$ cat config.mk
export PLATFORM = sky130hd
export DESIGN_NAME = round_robin_arbiter
export DESIGN_NICKNAME = d
export VERILOG_FILES = /design/src/rtl/rr_arbiter_pkg.sv /design/src/rtl/rr_fixed_prio.sv /design/src/rtl/round_robin_arbiter.sv
export SDC_FILE = /design/constraint.sdc
export NUM_CORES = 1
export LEC_CHECK = 0
export BUFFER_PORTS_ARGS = -buffer_cell sky130_fd_sc_hd__buf_2
export CORE_UTILIZATION = 25
export DETAILED_ROUTE_END_ITERATION = 10
export SYNTH_ARGS = -nofsm -noshare
export SYNTH_HDL_FRONTEND = slang
export SYNTH_HIERARCHICAL = 1
export SYNTH_SLANG_ARGS = --single-unit
$ cat constraint.sdc
create_clock -name clk -period 8.7 [get_ports clk]
set_input_delay 0.435 -clock clk [delete_from_list [all_inputs] [get_ports clk]]
set_output_delay 0.435 -clock clk [all_outputs]
set_load 0.05 [all_outputs]
$ cat src/rtl/rr_arbiter_pkg.sv
// Shared types and vector helpers for the round-robin arbiter.
// Helpers work on MAX_N-wide vectors; callers pass the live width n.
package rr_arbiter_pkg;

    localparam int DEFAULT_N = 4;
    localparam int MAX_N     = 32;
    localparam int MAX_W     = 5;

    typedef logic [MAX_N-1:0] vec_t;
    typedef logic [MAX_W-1:0] idx_t;

    function automatic vec_t rotr(input vec_t vec, input int unsigned amt,
                                  input int unsigned n);
        vec_t        res;
        int unsigned src;
        res = '0;
        for (int unsigned i = 0; i < MAX_N; i++) begin
            if (i < n) begin
                src = i + amt;
                if (src >= n) src = src - n;
                res[i[MAX_W-1:0]] = vec[src[MAX_W-1:0]];
            end
        end
        return res;
    endfunction

    function automatic vec_t rotl(input vec_t vec, input int unsigned amt,
                                  input int unsigned n);
        vec_t        res;
        int unsigned dst;
        res = '0;
        for (int unsigned i = 0; i < MAX_N; i++) begin
            if (i < n) begin
                dst = i + amt;
                if (dst >= n) dst = dst - n;
                res[dst[MAX_W-1:0]] = vec[i[MAX_W-1:0]];
            end
        end
        return res;
    endfunction

    function automatic idx_t onehot_to_idx(input vec_t vec);
        idx_t res;
        res = '0;
        for (int i = 0; i < MAX_N; i++) begin
            if (vec[i]) res = res | i[MAX_W-1:0];
        end
        return res;
    endfunction

endpackage

$ cat src/rtl/rr_fixed_prio.sv
// Fixed-priority picker: isolates the lowest set bit of the input.
// Zero input yields zero output.
module rr_fixed_prio
    import rr_arbiter_pkg::*;
#(
    parameter int N = DEFAULT_N
) (
    input  logic [N-1:0] req_i,
    output logic [N-1:0] gnt_o
);

    assign gnt_o = req_i & (~req_i + N'(1));

endmodule

$ cat src/rtl/round_robin_arbiter.sv
// N-way round-robin arbiter with session locking (rotate, pick, rotate back).
// Define RR_ARB_GRANT_ID_EN to add registered grant_valid / grant_id outputs.
module round_robin_arbiter
    import rr_arbiter_pkg::*;
#(
    parameter  int N     = DEFAULT_N,
    localparam int PTR_W = $clog2(N)
) (
    input  logic             clk,
    input  logic             rst,
    input  logic [N-1:0]     req,
    input  logic             session_is_finished,
`ifdef RR_ARB_GRANT_ID_EN
    output logic             grant_valid,
    output logic [PTR_W-1:0] grant_id,
`endif
    output logic [N-1:0]     grant
);

    logic [N-1:0]     grant_q, grant_d;
    logic [PTR_W-1:0] rotate_ptr_q, rotate_ptr_d;

    logic [N-1:0]     shift_req, shift_grant, next_grant;
    logic [PTR_W-1:0] win_idx, win_idx_inc;
    vec_t             shift_req_w, next_grant_w;
    idx_t             win_idx_w;
    logic             arb_en;

    assign shift_req_w = rotr(MAX_N'(req), 32'(rotate_ptr_q), N);
    assign shift_req   = shift_req_w[N-1:0];

    rr_fixed_prio #(
        .N (N)
    ) u_fixed_prio (
        .req_i (shift_req),
        .gnt_o (shift_grant)
    );

    assign next_grant_w = rotl(MAX_N'(shift_grant), 32'(rotate_ptr_q), N);
    assign next_grant   = next_grant_w[N-1:0];

    assign win_idx_w = onehot_to_idx(MAX_N'(next_grant));
    assign win_idx   = win_idx_w[PTR_W-1:0];

    // Explicit wrap keeps non-power-of-two N correct.
    assign win_idx_inc = (win_idx == PTR_W'(N-1)) ? '0 : win_idx + PTR_W'(1);

    assign arb_en = ~|grant_q | session_is_finished | ~|(grant_q & req);

    always_comb begin
        grant_d      = grant_q;
        rotate_ptr_d = rotate_ptr_q;
        if (arb_en) begin
            grant_d = next_grant;
            if (|next_grant) rotate_ptr_d = win_idx_inc;
        end
    end

    always_ff @(posedge clk) begin
        if (rst) begin
            grant_q      <= '0;
            rotate_ptr_q <= '0;
        end else begin
            grant_q      <= grant_d;
            rotate_ptr_q <= rotate_ptr_d;
        end
    end

    assign grant = grant_q;

    logic unused_bits;
    assign unused_bits = ^{shift_req_w[MAX_N-1:N], next_grant_w[MAX_N-1:N],
                           win_idx_w[MAX_W-1:PTR_W]};

`ifdef RR_ARB_GRANT_ID_EN
    logic             grant_valid_q;
    logic [PTR_W-1:0] grant_id_q;

    always_ff @(posedge clk) begin
        if (rst) begin
            grant_valid_q <= 1'b0;
            grant_id_q    <= '0;
        end else if (arb_en) begin
            grant_valid_q <= |next_grant;
            grant_id_q    <= win_idx;
        end
    end

    assign grant_valid = grant_valid_q;
    assign grant_id    = grant_id_q;
`endif

endmodule

==> reports/metrics.yaml <==
die_area_um2: 2850
cts_made_buffers: 3
viasPerCell: 5.42
crit_top_cell: "nor3b_1"
synth_top_area_cell: "dfxtp_1"
synth_xor_area_share_pct: 1.33
met3WireLength_um: 63
worstReg2RegStart: "rotate_ptr_q[0]$_SDFFE_PP0P_"
nNetsFinal: 99
clkTransAtPathRegs_ps: 50
worst_slew_pin_slew_ps: 743
die_w_um: 53.4
grt_pass1_wl_um: 2540
post-route-util_pct: 30.7
diodes: 0
synth_top_cell_area_share_pct: 18.2
syn_inst: 71
cpMaxStageDelayCell: "a211oi_1"
dr_wl_met2_um: 712
r2r_end: "rotate_ptr_q[1]$_SDFFE_PP0P_"
holdCritPathClass: "input pin to register"
worstSkewPairLatency_ps: 250
fin_setup_tns_ps: 0
slew_violations: 0
p_total_uw: 260
n_fill_cell: 276
areaGrowthSynthToFinish_pct: 15.0
relSlewSlack_pct: 50.2
root_buffer: "clkbuf_4"
yosysMostFrequentCell: "ha_1"
synth_compound_gate_area_share_pct: 24.2
postCtsSetupBuffers: 0
cts_hold_buf: 0
ys_seq_area_share_pct: 18.2
finalCritPeriodShare_pct: 42.4
fmax_mhz: 271
cpLargestDelayFamily: "multiplexers"
num_vias: 607
cp_slowest_stage_delay_ps: 610
antenna_found_initial: 0
synth_top_family_by_area: "compound AO/OA/AOI/OAI gates"
dieHeight_um: 53.4
status: "complete, no violations"
cts_tree: "yes"
power_density_nw_per_um2: 342
synth_fa_ha_area_share_pct: 15.2
final_antenna_net_count: 0
wl_met1_um: 716
drcViolationCount: 0
synth_edf_count: 0
async_flop_share_pct: 0
synth_area_leaders: "dfxtp_1, ha_1, a211oi_1, mux2i_1, mux4_2"
holdPathStages: 2
gp_congestion: 0.769
synth_simple_gate_area_share_pct: 19.3
grt_overflow: 0
clockBufferDepth: 2
crit_arrival_ps: 3820
crit_path_start_kind: "register"
min_to: "rotate_ptr_q[0]$_SDFFE_PP0P_"
end_kind: "register"
clock_skew_ps: 6.02
multi_input_area_um2: 514
critPathRequiredTime_ps: 8830
muxShareOfSynthArea_pct: 17.8
first_pass_iters: 4
synth_area_per_cell_um2: 9.30
drt-initial-drc-count: 13
track_usage_pct: 12.3
grt_max_degree: 10
coreArea_um2: 2480
synth_nets: 86
htreeDepth: 1
ys.flop_type: "dfxtp_1"
netlist_area_um2: 661
ys_types: 30
dr.max_layer_used: "met4"
holdCritStartpoint: "rst"
rows: 18
fin_crit_ps: 3690
leakage_nw: 0.321
regArea_um2: 120
worstPathMaxFanout: 9
timing.max_cap.violations: 0
regToRegSetupSlack_ps: 5010
synth_seq_cells: 6
ys_warn_count: 6
io_buffers: 10
rsz0062_at_grt: "no"
grt_pass1_vias: 559
routed_wl_um: 1500
hold_viol: 0
finalSetupViolations: 0
wl_per_cell_um: 13.4
yosys-top-cells-count: "ha_1, a211oi_1, nor2_1"
place_hpwl_um: 1150
cts.sinks: 6
drive_gt1_share_pct: 23.2
worst-path-stages: 10
ff2ff_path_depth: 10
vdd_drop_max_v: 0.000169
start_util_pct: 26.7
critPathKind: "register to register"
whs_ps: 438
ctsResizeCount: 0
io_pins: 11
crit_buf_inv: 1
crit_chain: "inv_1 > ha_1 > mux4_2 > a21boi_0 > nor3b_1 > nor3b_1 > a211oi_1 > xnor2_1 > nor3_1 > mux2_1"
-- per-layer routing --
metal / GRT usage, % / up-vias
met5: 0 / -
met3: 1.72 / 2
met2: 20.0 / 17
li1: - / 295
met1: 15.8 / 293
met4: 5.26 / 0
-- logic make-up after synthesis --
family,count (synthesis)
AOI/OAI and AO/OA,20
and+or+nand+nor,21
buffers and inverters,6
muxes,9
DFF,6
adders and majority gates,8
xor gates and xnor gates,1
-- power breakdown --
group | internal [mW] | switching, mW | total [mW]
sequential | 0.0384 | 0.0139 | 0.0523
clock | 0.0157 | 0.0115 | 0.0272
combinational | 0.0740 | 0.106 | 0.180
total | 0.128 | 0.132 | 0.260
-- cells in the final DEF (no fill, tap or decap) --
cell type / count
buf_2: 10
ha_1: 8
nor2_1: 7
a211oi_1: 7
dfxtp_1: 6
mux2i_1: 5
inv_1: 4
nor3b_1: 4
nor2b_1: 3
clkbuf_4: 3
a21oi_1: 2
mux4_2: 2
a21boi_0: 2
nand3b_1: 2
a22oi_1: 2
mux2_2: 1
nand2_1: 1
o31ai_1: 1
nand3_1: 1
a22o_1: 1
a21o_1: 1
o21ai_0: 1
and3b_1: 1
a2111oi_2: 1
o21a_1: 1
xnor2_1: 1
nor3_1: 1
o41ai_2: 1
mux2_1: 1
nor4b_2: 1
-- state kept, by name (all words and copies together), names as in the netlist --
register      cells
rotate_ptr_q      2
grant             4
-- final cells by class --
cell class | instances | share of cell area [%]
Timing Repair Buffer | 10 | 6.59
Clock buffer | 3 | 2.97
Sequential cell | 6 | 15.8
Inverter | 4 | 1.98
Tap cell | 30 | 4.94
Multi-Input combinational cell | 59 | 67.7
-- worst reg2reg max path: stages (launching register included) --
cell and delay, ps:
dfxtp_1 550, inv_1 200, ha_1 380, mux4_2 510, a21boi_0 180, nor3b_1 480, nor3b_1 110, a211oi_1 610
xnor2_1 190, nor3_1 50, mux2_1 300
-- how the worst max path moves through the flow --
stage | from | to | slack [ps]
final | rotate_ptr_q[0]$_SDFFE_PP0P_ | rotate_ptr_q[1]$_SDFFE_PP0P_ | 5010
after global routing | rotate_ptr_q[0]$_SDFFE_PP0P_ | rotate_ptr_q[1]$_SDFFE_PP0P_ | 4660
after CTS | rotate_ptr_q[0]$_SDFFE_PP0P_ | rotate_ptr_q[1]$_SDFFE_PP0P_ | 5000
after detailed placement | rotate_ptr_q[0]$_SDFFE_PP0P_ | rotate_ptr_q[1]$_SDFFE_PP0P_ | 5010
after global placement | rotate_ptr_q[0]$_SDFFE_PP0P_ | rotate_ptr_q[1]$_SDFFE_PP0P_ | 5140
after floorplan | rotate_ptr_q[0]$_SDFFE_PP0P_ | rotate_ptr_q[1]$_SDFFE_PP0P_ | 5590
-- stage by stage --
stage | worst slack (ps) | std cells | instance area (um^2)
after floorplan | 5590 | 71 | 661
after global placement | 5140 | 109 | 737
after detailed placement | 5010 | 109 | 737
after CTS | 5000 | 112 | 759
after global routing | 4660 | 112 | 759
final | 5010 | 112 | 759
No activity file was read; power rests on OpenSTA's default activity.
